<file path="src/rtl/demux_pkg.sv">
// Shared types and sizing for the 1-to-4 packet-aware stream demultiplexer.
package demux_pkg;

  localparam int unsigned NUM_LANES = 4;
  localparam int unsigned SEL_W     = 2;

  typedef logic [SEL_W-1:0] lane_sel_t;

  typedef enum logic {
    IDLE = 1'b0,
    BUSY = 1'b1
  } demux_state_t;

endpackage

</file>
<file path="src/rtl/demux_lane_buf.sv">
// One-entry valid/ready output register holding a beat's {data, last}.
module demux_lane_buf #(
  parameter int unsigned WIDTH = 8
) (
  input  logic             clk,
  input  logic             rst,
  input  logic             load,
  input  logic [WIDTH-1:0] in_data,
  input  logic             in_last,
  input  logic             out_ready,
  output logic             full,
  output logic [WIDTH-1:0] out_data,
  output logic             out_last
);

  // A load wins over a drain, so a same-cycle drain and refill stays full.
  always_ff @(posedge clk) begin
    if (rst) begin
      full     <= 1'b0;
      out_data <= '0;
      out_last <= 1'b0;
    end else if (load) begin
      full     <= 1'b1;
      out_data <= in_data;
      out_last <= in_last;
    end else if (full && out_ready) begin
      full <= 1'b0;
    end
  end

endmodule

</file>
<file path="src/rtl/demux_1_to_4.sv">
// Packet-aware 1-to-4 stream demultiplexer: the lane is chosen on a packet's
// first beat and locked until its last beat; each lane has its own output register.
module demux_1_to_4
  import demux_pkg::*;
#(
  parameter int unsigned WIDTH = 8
) (
  input  logic                               clk,
  input  logic                               rst,
  input  logic                               in_valid,
  output logic                               in_ready,
  input  logic [WIDTH-1:0]                   in_data,
  input  lane_sel_t                          in_sel,
  input  logic                               in_last,
  output logic [NUM_LANES-1:0]               out_valid,
  input  logic [NUM_LANES-1:0]               out_ready,
  output logic [NUM_LANES-1:0][WIDTH-1:0]    out_data,
  output logic [NUM_LANES-1:0]               out_last,
  output logic                               busy
);

  demux_state_t          state, state_d;
  lane_sel_t             lock_sel, lock_sel_d;
  lane_sel_t             tgt;
  logic                  accept;
  logic [NUM_LANES-1:0]  load;

  // Mid-packet the locked lane is used and in_sel is ignored.
  always_comb begin
    tgt = (state == BUSY) ? lock_sel : in_sel;
  end

  assign in_ready = ~out_valid[tgt] | out_ready[tgt];
  assign accept   = in_valid & in_ready;
  assign busy     = (state == BUSY);

  always_comb begin
    load      = '0;
    load[tgt] = accept;
  end

  always_ff @(posedge clk) begin
    if (rst) begin
      state    <= IDLE;
      lock_sel <= '0;
    end else begin
      state    <= state_d;
      lock_sel <= lock_sel_d;
    end
  end

  // Single-beat packets never leave IDLE; only a non-last first beat locks a lane.
  always_comb begin
    state_d    = state;
    lock_sel_d = lock_sel;
    case (state)
      IDLE: begin
        if (accept && !in_last) begin
          state_d    = BUSY;
          lock_sel_d = in_sel;
        end
      end
      BUSY: begin
        if (accept && in_last) begin
          state_d = IDLE;
        end
      end
      default: begin
        state_d = IDLE;
      end
    endcase
  end

  for (genvar i = 0; i < NUM_LANES; i++) begin : g_lane
    demux_lane_buf #(
      .WIDTH (WIDTH)
    ) u_lane_buf (
      .clk       (clk),
      .rst       (rst),
      .load      (load[i]),
      .in_data   (in_data),
      .in_last   (in_last),
      .out_ready (out_ready[i]),
      .full      (out_valid[i]),
      .out_data  (out_data[i]),
      .out_last  (out_last[i])
    );
  end

endmodule

</file>
<file path="config.mk">
export PLATFORM = sky130hd
export DESIGN_NAME = demux_1_to_4
export DESIGN_NICKNAME = d
export VERILOG_FILES = /design/src/rtl/demux_pkg.sv /design/src/rtl/demux_lane_buf.sv /design/src/rtl/demux_1_to_4.sv
export SDC_FILE = /design/constraint.sdc
export NUM_CORES = 1
export LEC_CHECK = 0
export CORE_MARGIN = 5
export CORE_UTILIZATION = 48
export DETAILED_ROUTE_END_ITERATION = 10
export PLACE_DENSITY_LB_ADDON = 0.25
export SLEW_MARGIN = 30
export SYNTH_ARGS = -nofsm -noshare
export SYNTH_HDL_FRONTEND = slang
export SYNTH_SLANG_ARGS = --single-unit
export TNS_END_PERCENT = 20
</file>
<file path="constraint.sdc">
create_clock -name clk -period 2.75 [get_ports clk]
set_clock_uncertainty 0.1 [all_clocks]
set_input_delay 0.275 -clock clk [delete_from_list [all_inputs] [get_ports clk]]
set_output_delay 0.275 -clock clk [all_outputs]
set_load 0.02 [all_outputs]
</file>
**Word-level counts from Yosys, hierarchy flattened**

Cells that the tools add are included.

- Output and inout port bits: 42
- Register bits: 43
- Input bits: 18
- Logic and storage cells: 52

- Order comparisons: 2
- Bitwise logic cells: 5
- Mux-type cells: 18
- Reductions and logical operators: 13

Operators with widths:

| operator | number |
|---|---|
| two-way mux 1 bit | 13 |
| nonzero test 2 bit | 4 |
| logical AND 1 bit | 7 |
| AND 4 bit | 1 |
| binary-select mux 1 bit (select 2 bit) | 2 |
| less-than comparator 2 x 3 -> 1 bit, second input constant | 1 |
| demux 1 bit (select 2 bit) | 1 |
| greater-or-equal comparator 2 x 1 -> 1 bit, second input constant | 1 |
| two-way mux 2 bit | 1 |
| NOT 1 bit | 2 |
| case mux 1 bit (2 select lines) | 1 |
| AND reduction 2 bit | 1 |
| AND 1 bit | 1 |
| logical NOT 1 bit | 1 |
| OR 1 bit | 1 |

**Depth between registers and ports, before layout**

Gate-level depths: netlist of run 1.

- Word-level depth: 9
- Mapped depth: 6
- Gate-level depth less buffers: 4

**Cells and area by module**

From an unflattened synthesis of run 1, not the netlist that was laid out.

- Cells, all modules: 164
- Area, all modules: 1,690.4 sq um

Modules (own cells, without submodules):

| module | instances | area each (sq um) | cells an instance | seq. area each (sq um) |
|---|---|---|---|---|
| demux_lane_buf | 4 | 355.3 | 33 | 200.2 |
| demux_1_to_4 | 1 | 269.0 | 32 | 60.1 |

**Worst setup path before layout of run 1**

OpenSTA, ideal clock, no wires.

- Path kind: register -> output
- Start point: reg (tool-made name)
- End point: out in_ready
- Buffers on the path: 1
- Path slack: 0.925 ns
- Data arrival time: 1.450 ns
- Cell stages (with the launch flop): 5
- Required time: 2.375 ns
- Path through: dfxtp_1 -> buf_6 -> mux2_4 -> mux2i_1 -> mux2i_1

RTL lines:

| element | line | source |
|---|---|---|
| to (decl) | demux_1_to_4.sv:11 | `output logic in_ready,` |

==> results.sh, run 1 <==
export IMPL_status="finished, final reports clean"
export IMPL_slew_headroom=0.545
export IMPL_synth_top_area_share=0.492
export IMPL_dp_hpwl_um=3200
export IMPL_diodes=0
export IMPL_crit_path_frequent_cell="mux2i_1"
export IMPL_worstPathCellList="mux2_4 -> mux2i_1 -> mux2i_1 -> clkdlybuf4s50_1"
export IMPL_placed_cells=267
export IMPL_final_nets=244
export IMPL_io_pins=60
export IMPL_die_area_um2=4950
export IMPL_grt_pass1_wl_um=7160
export IMPL_fin_area_um2=2430
export IMPL_clk_latency_ns=0.29
export IMPL_area_growth_pct=39.1
export IMPL_gr_total_overflow=0
export IMPL_power_mw=1.39
export IMPL_place_ws_ns=0.362
export IMPL_cap_violations=0
export IMPL_power_leakage_nw=1.13
export IMPL_postCtsSetupBuffers=0
export IMPL_powerDensity_nw_per_um2=570
export IMPL_cts_root_buf="clkbuf_8"
export IMPL_min_period_over_period=0.921
export IMPL_drt_initial_drc_count=53
export IMPL_rows=22
export IMPL_critPathKind="reg -> out"
export IMPL_worst_setup_path_start_kind="flop"
export IMPL_drive_above_1_share=0.0661
export IMPL_endpoint="in_ready"
export IMPL_synth_area_leader_cell="dfxtp_1"
export IMPL_clk_path_buf_depth=2
export IMPL_synth_cell_area_um2=1750
export IMPL_ys_ff_latch=43
export IMPL_die_x_um=70.3
export IMPL_grt_start_max_net_pins=25
export IMPL_cts_tree="done"
export IMPL_slew_violations=0
export IMPL_ys_seq_area_frac=0.492
export IMPL_route_detailed_drc=0
export IMPL_worst_path_max_fanout=7
export IMPL_die_height_um=70.3
export IMPL_cts_made_buffers=5
export IMPL_worst_pin_slew_ns=0.680
export IMPL_synth_nets=191
export IMPL_critPathRequiredTime_ns=2.38
export IMPL_final_util=0.674
export IMPL_synth_area_leaders="dfxtp_1, mux2i_1, nor2_1"
export IMPL_min_path_type="reg -> reg"
export IMPL_grtUsageTotal=0.182
export IMPL_placed_area_um2=2320
export IMPL_start_util=0.485
export IMPL_synth_cells=173
export IMPL_hp_start="g_lane[0].u_lane_buf.out_last$_SDFFE_PP0P_"
export IMPL_fin_crit_ns=2.53
export IMPL_numClockSinks=43
export IMPL_holdWs_ns=0.400
export IMPL_cpMaxStageDelayCell="clkdlybuf4s50_1"
export IMPL_cts_hold_fix_buffers=0
export IMPL_setup_violations=0
export IMPL_drt_first_pass_iters=4
export IMPL_r2r_setup_slack_ns=0.75
export IMPL_viasPerCell=5.03
export IMPL_max_freq_ghz=0.395
export IMPL_ctsResizeCount=0
export IMPL_rsz0062_at_grt="false"
export IMPL_gp_congestion=0.756
export IMPL_ir_drop_mv=0.325
export IMPL_route_vias_total=1384
export IMPL_reg2reg_depth=5
export IMPL_syn_area_per_cell_um2=10.1
export IMPL_worst_setup_path_end_kind="output port"
export IMPL_setup_tns_ns=0
export IMPL_slowest_delay_ns=0.55
export IMPL_rr_endpoint="g_lane[2].u_lane_buf.out_data[0]$_SDFFE_PP0P_"
export IMPL_ant_nets=0
export IMPL_path_clk_slew_ns=0.08
export IMPL_antenna_found_initial=0
export IMPL_io_buffer_count=59
export IMPL_core_area_um2=3610
export IMPL_arrival_ns=2.16
export IMPL_synth_cell_type_count=19
export IMPL_yosys_warnings=0
export IMPL_hold_viol=0
export IMPL_grt_pass1_vias=1465
export IMPL_stdcell_count=275
export IMPL_setup_ws_ns=0.216
export IMPL_htree_levels=2
export IMPL_post_drt_wl_per_cell_um=15.5
export IMPL_wl_um=4280
power breakdown:
part | leakage (nW) | internal [mW] | switching, mW | total [mW]
sequential | 0.350 | 0.651 | 0.0191 | 0.670
clock | 0.0581 | 0.270 | 0.208 | 0.478
combinational | 0.724 | 0.119 | 0.119 | 0.238
total | 1.13 | 1.04 | 0.346 | 1.39
placed cells by master, fill, tap and decap left out, drive strengths merged:
master	Yosys	layout
nand4	4	4
clkdlybuf4s50	0	59
nor3b	1	1
a21oi	5	5
o32ai	1	1
o221ai	1	1
clkinv	0	2
nand2	5	5
nand2b	6	6
buf	13	5
nor2b	1	1
bufinv	0	1
mux2	3	3
o22ai	1	1
clkbuf	5	5
mux2i	43	43
inv	2	2
nor2	39	39
dfxtp	43	43
synthesized netlist by cell type (all sizes together):
cell and number:
nand2b 6, mux2 3, buf 13, nor2 39
nor3b 1, o32ai 1, a21oi 5, nand4 4
inv 2, clkbuf 5, mux2i 43, o221ai 1
nor2b 1, o22ai 1, dfxtp 43, nand2 5
state kept, by name, summed over array words and instances (netlist names), named ones only:
| name | flops |
|---|---|
| g_lane.u_lane_buf.out_last | 4 |
| g_lane.u_lane_buf.full | 4 |
| lock_sel | 2 |
| g_lane.u_lane_buf.out_data | 32 |
area by class of cell:
cell class / count / area [um2]
fill: 292 / 1170
multi-input combinational: 110 / 762
tap: 48 / 60.1
clock buffer: 5 / 68.8
clock inverter: 3 / 43.8
inverter: 2 / 7.51
sequential: 43 / 861
timing repair buffer: 64 / 628
critical path, delay by kind of cell, from the launching register on:
kind | cells | cell delay [ns]
muxes | 3 | 0.80
buffers and inverters | 1 | 0.55
DFF | 1 | 0.53
layer usage:
metal,track usage,share of wire,up-vias
met5,0,0,-
li1,-,-,677
met2,0.311,0.51,50
met1,0.205,0.41,647
met3,0.0547,0.053,10
met4,0.0851,0.025,0
worst min path at each step:
stage                                            endpoint  slack (ns)  cells past startpoint
2_1_floorplan                    lock_sel[1]$_SDFFE_PP0P_        0.32                      2
3_3_place_gp                     lock_sel[0]$_SDFFE_PP0P_        0.36                      2
3_5_place_dp                     lock_sel[1]$_SDFFE_PP0P_        0.38                      2
4_1_cts                          lock_sel[1]$_SDFFE_PP0P_        0.40                      2
5_1_grt                          lock_sel[1]$_SDFFE_PP0P_        0.43                      2
6_report       g_lane[0].u_lane_buf.out_last$_SDFFE_PP0P_        0.40                      2
logic make-up (layout without fill, tap and decap cells):
family / Yosys count / after routing / share of synthesized area
DFF: 43 / 43 / 0.492
and+or+nand+nor: 56 / 56 / 0.138
AOI/OAI and AO/OA: 8 / 8 / 0.0279
buffers and inverters: 20 / 74 / 0.0716
muxes: 46 / 46 / 0.270
Power figures use the tool's default switching activity.
==> run 2, diff against run 1 <==
--- a/config.mk
+++ b/config.mk
@@ -10,7 +10,8 @@
 export DETAILED_ROUTE_END_ITERATION = 10
 export PLACE_DENSITY_LB_ADDON = 0.25
+export SETUP_SLACK_MARGIN = 0.3
 export SLEW_MARGIN = 30
 export SYNTH_ARGS = -nofsm -noshare
 export SYNTH_HDL_FRONTEND = slang
 export SYNTH_SLANG_ARGS = --single-unit
-export TNS_END_PERCENT = 20
+export TNS_END_PERCENT = 50
--- a/constraint.sdc
+++ b/constraint.sdc
@@ -3,3 +3,3 @@
 set_input_delay 0.275 -clock clk [delete_from_list [all_inputs] [get_ports clk]]
 set_output_delay 0.275 -clock clk [all_outputs]
-set_load 0.02 [all_outputs]
+set_load 0.01 [all_outputs]
==> run 2 against run 1 <==
First-iteration DRC count grew 1.9%. Global-route usage shrank 1.3 points. Non-clock buffer count unchanged. Clock power grew 18%. Total power up 4.6%. Sequential share of layout area down 0.26 points. Hold slack worse by 0.023 ns. Die area is the same. Fmax rose by 9.6%. Sequential power about the same.
==> results.sh, run 2 (synthesis results as in run 1) <==
export IMPL_status="finished, final reports clean"
export IMPL_die_area_um2=4950
export IMPL_cts_made_buffers=5
export IMPL_area_growth_pct=40.3
export IMPL_critPathKind="reg -> out"
export IMPL_final_cell_mix="clkdlybuf4s50_1, mux2i_1, dfxtp_1"
export IMPL_gp_congestion=0.747
export IMPL_postCtsSetupBuffers=0
export IMPL_diodes=0
export IMPL_rr_endpoint="g_lane[2].u_lane_buf.out_data[0]$_SDFFE_PP0P_"
export IMPL_fin_crit_ns=2.31
export IMPL_antenna_found_initial=0
export IMPL_r2r_setup_slack_ns=0.81
export IMPL_post_drt_wl_per_cell_um=15.0
export IMPL_ant_nets=0
export IMPL_grtUsageTotal=0.169
export IMPL_htree_levels=2
export IMPL_worstPathCellList="mux2_4 -> mux2i_1 -> mux2i_1 -> clkdlybuf4s50_1"
export IMPL_worst_pin_slew_ns=0.685
export IMPL_grt_pass1_vias=1436
export IMPL_die_x_um=70.3
export IMPL_stdcell_count=275
export IMPL_cpMaxStageDelayCell="clkdlybuf4s50_1"
export IMPL_reg_top3="g_lane.u_lane_buf.out_data x32, g_lane.u_lane_buf.full x4, g_lane.u_lane_buf.out_last x4"
export IMPL_core_area_um2=3610
export IMPL_critPathRequiredTime_ns=2.38
export IMPL_hold_viol=0
export IMPL_clk_latency_ns=0.29
export IMPL_slowest_delay_ns=0.55
export IMPL_dp_hpwl_um=3060
export IMPL_rsz0062_at_grt="false"
export IMPL_min_path_type="reg -> reg"
export IMPL_drt_first_pass_iters=5
export IMPL_final_common_cell="clkdlybuf4s50_1"
export IMPL_worst_setup_path_end_kind="output port"
export IMPL_largest_reg_flops=32
export IMPL_worst_setup_path_start_kind="flop"
export IMPL_min_path_cells=2
export IMPL_setup_tns_ns=0
export IMPL_ir_drop_mv=0.419
export IMPL_arrival_ns=1.94
export IMPL_slew_headroom=0.542
export IMPL_final_nets=244
export IMPL_power_mw=1.45
export IMPL_ctsResizeCount=0
export IMPL_grt_start_max_net_pins=25
export IMPL_hp_start="lock_sel[1]$_SDFFE_PP0P_"
export IMPL_placed_cells=267
export IMPL_rows=22
export IMPL_start_util=0.485
export IMPL_slew_violations=0
export IMPL_cp_num_buf_inv=1
export IMPL_io_buffer_count=59
export IMPL_drive_above_1_share=0.0661
export IMPL_max_freq_ghz=0.433
export IMPL_cp_top_family="multiplexers"
export IMPL_viasPerCell=5.00
export IMPL_holdWs_ns=0.377
export IMPL_grt_pass1_wl_um=6640
export IMPL_cts_root_buf="clkbuf_8"
export IMPL_cts_tree="done"
export IMPL_cap_violations=0
export IMPL_powerDensity_nw_per_um2=592
export IMPL_crit_path_frequent_cell="mux2i_1"
export IMPL_gr_total_overflow=0
export IMPL_clk_path_buf_depth=2
export IMPL_io_pins=60
export IMPL_path_clk_slew_ns=0.08
export IMPL_setup_violations=0
export IMPL_min_period_over_period=0.841
export IMPL_route_detailed_drc=0
export IMPL_die_height_um=70.3
export IMPL_wl_um=4120
export IMPL_power_leakage_nw=1.14
export IMPL_numClockSinks=43
export IMPL_drt_initial_drc_count=54
export IMPL_cts_hold_fix_buffers=0
export IMPL_route_vias_total=1375
export IMPL_holdPathEnd="lock_sel[1]$_SDFFE_PP0P_"
export IMPL_worst_path_max_fanout=7
export IMPL_reg2reg_depth=5
export IMPL_largest_register="g_lane.u_lane_buf.out_data"
run 2: worst reg2reg max path: cells and delay by family (launching register included):
| family | cells | cell delay, ns |
|---|---|---|
| muxes | 2 | 0.50 |
| and+or+nand+nor | 2 | 0.46 |
| DFF | 1 | 0.43 |
| buffers and inverters | 1 | 0.32 |
run 2: power breakdown:
part           internal (mW)  switching (mW)
sequential             0.652          0.0195
clock                  0.363           0.202
combinational          0.119          0.0960
total                   1.13           0.317
run 2: cell type report:
cell class | instances | area (um2)
Fill cell | 281 | 1150
Inverter | 2 | 7.51
Sequential cell | 43 | 862
Clock inverter | 2 | 60.1
Multi-Input combinational cell | 110 | 762
Timing Repair Buffer | 64 | 628
Tap cell | 48 | 60.1
Clock buffer | 6 | 72.6
run 2: worst max-delay path by stage:
stage / from / endpoint / slack (ns) / cells after the start
6_report: flop / in_ready / 0.44 / 4
5_1_grt: flop / in_ready / 0.37 / 4
4_1_cts: flop / in_ready / 0.31 / 4
3_5_place_dp: in_sel[1] / in_ready / 0.48 / 5
3_3_place_gp: in_sel[1] / in_ready / 0.50 / 5
2_1_floorplan: flop / flop / 1.11 / 5
run 2: through the flow:
| stage | utilization | worst slack [ns] | instance area, um2 |
|---|---|---|---|
| floorplan | - | 1.11 | 1750 |
| global placement | 0.643 | 0.499 | 2320 |
| detailed placement | 0.643 | 0.480 | 2320 |
| CTS | 0.680 | 0.315 | 2450 |
| global route | 0.680 | 0.372 | 2450 |
| finish | 0.680 | 0.438 | 2450 |
run 2: metal layers:
layer / track usage / routed length, um
met1: 0.190 / 1730
met2: 0.286 / 2090
met3: 0.0647 / 240
met4: 0.0660 / 57
met5: 0 / 0
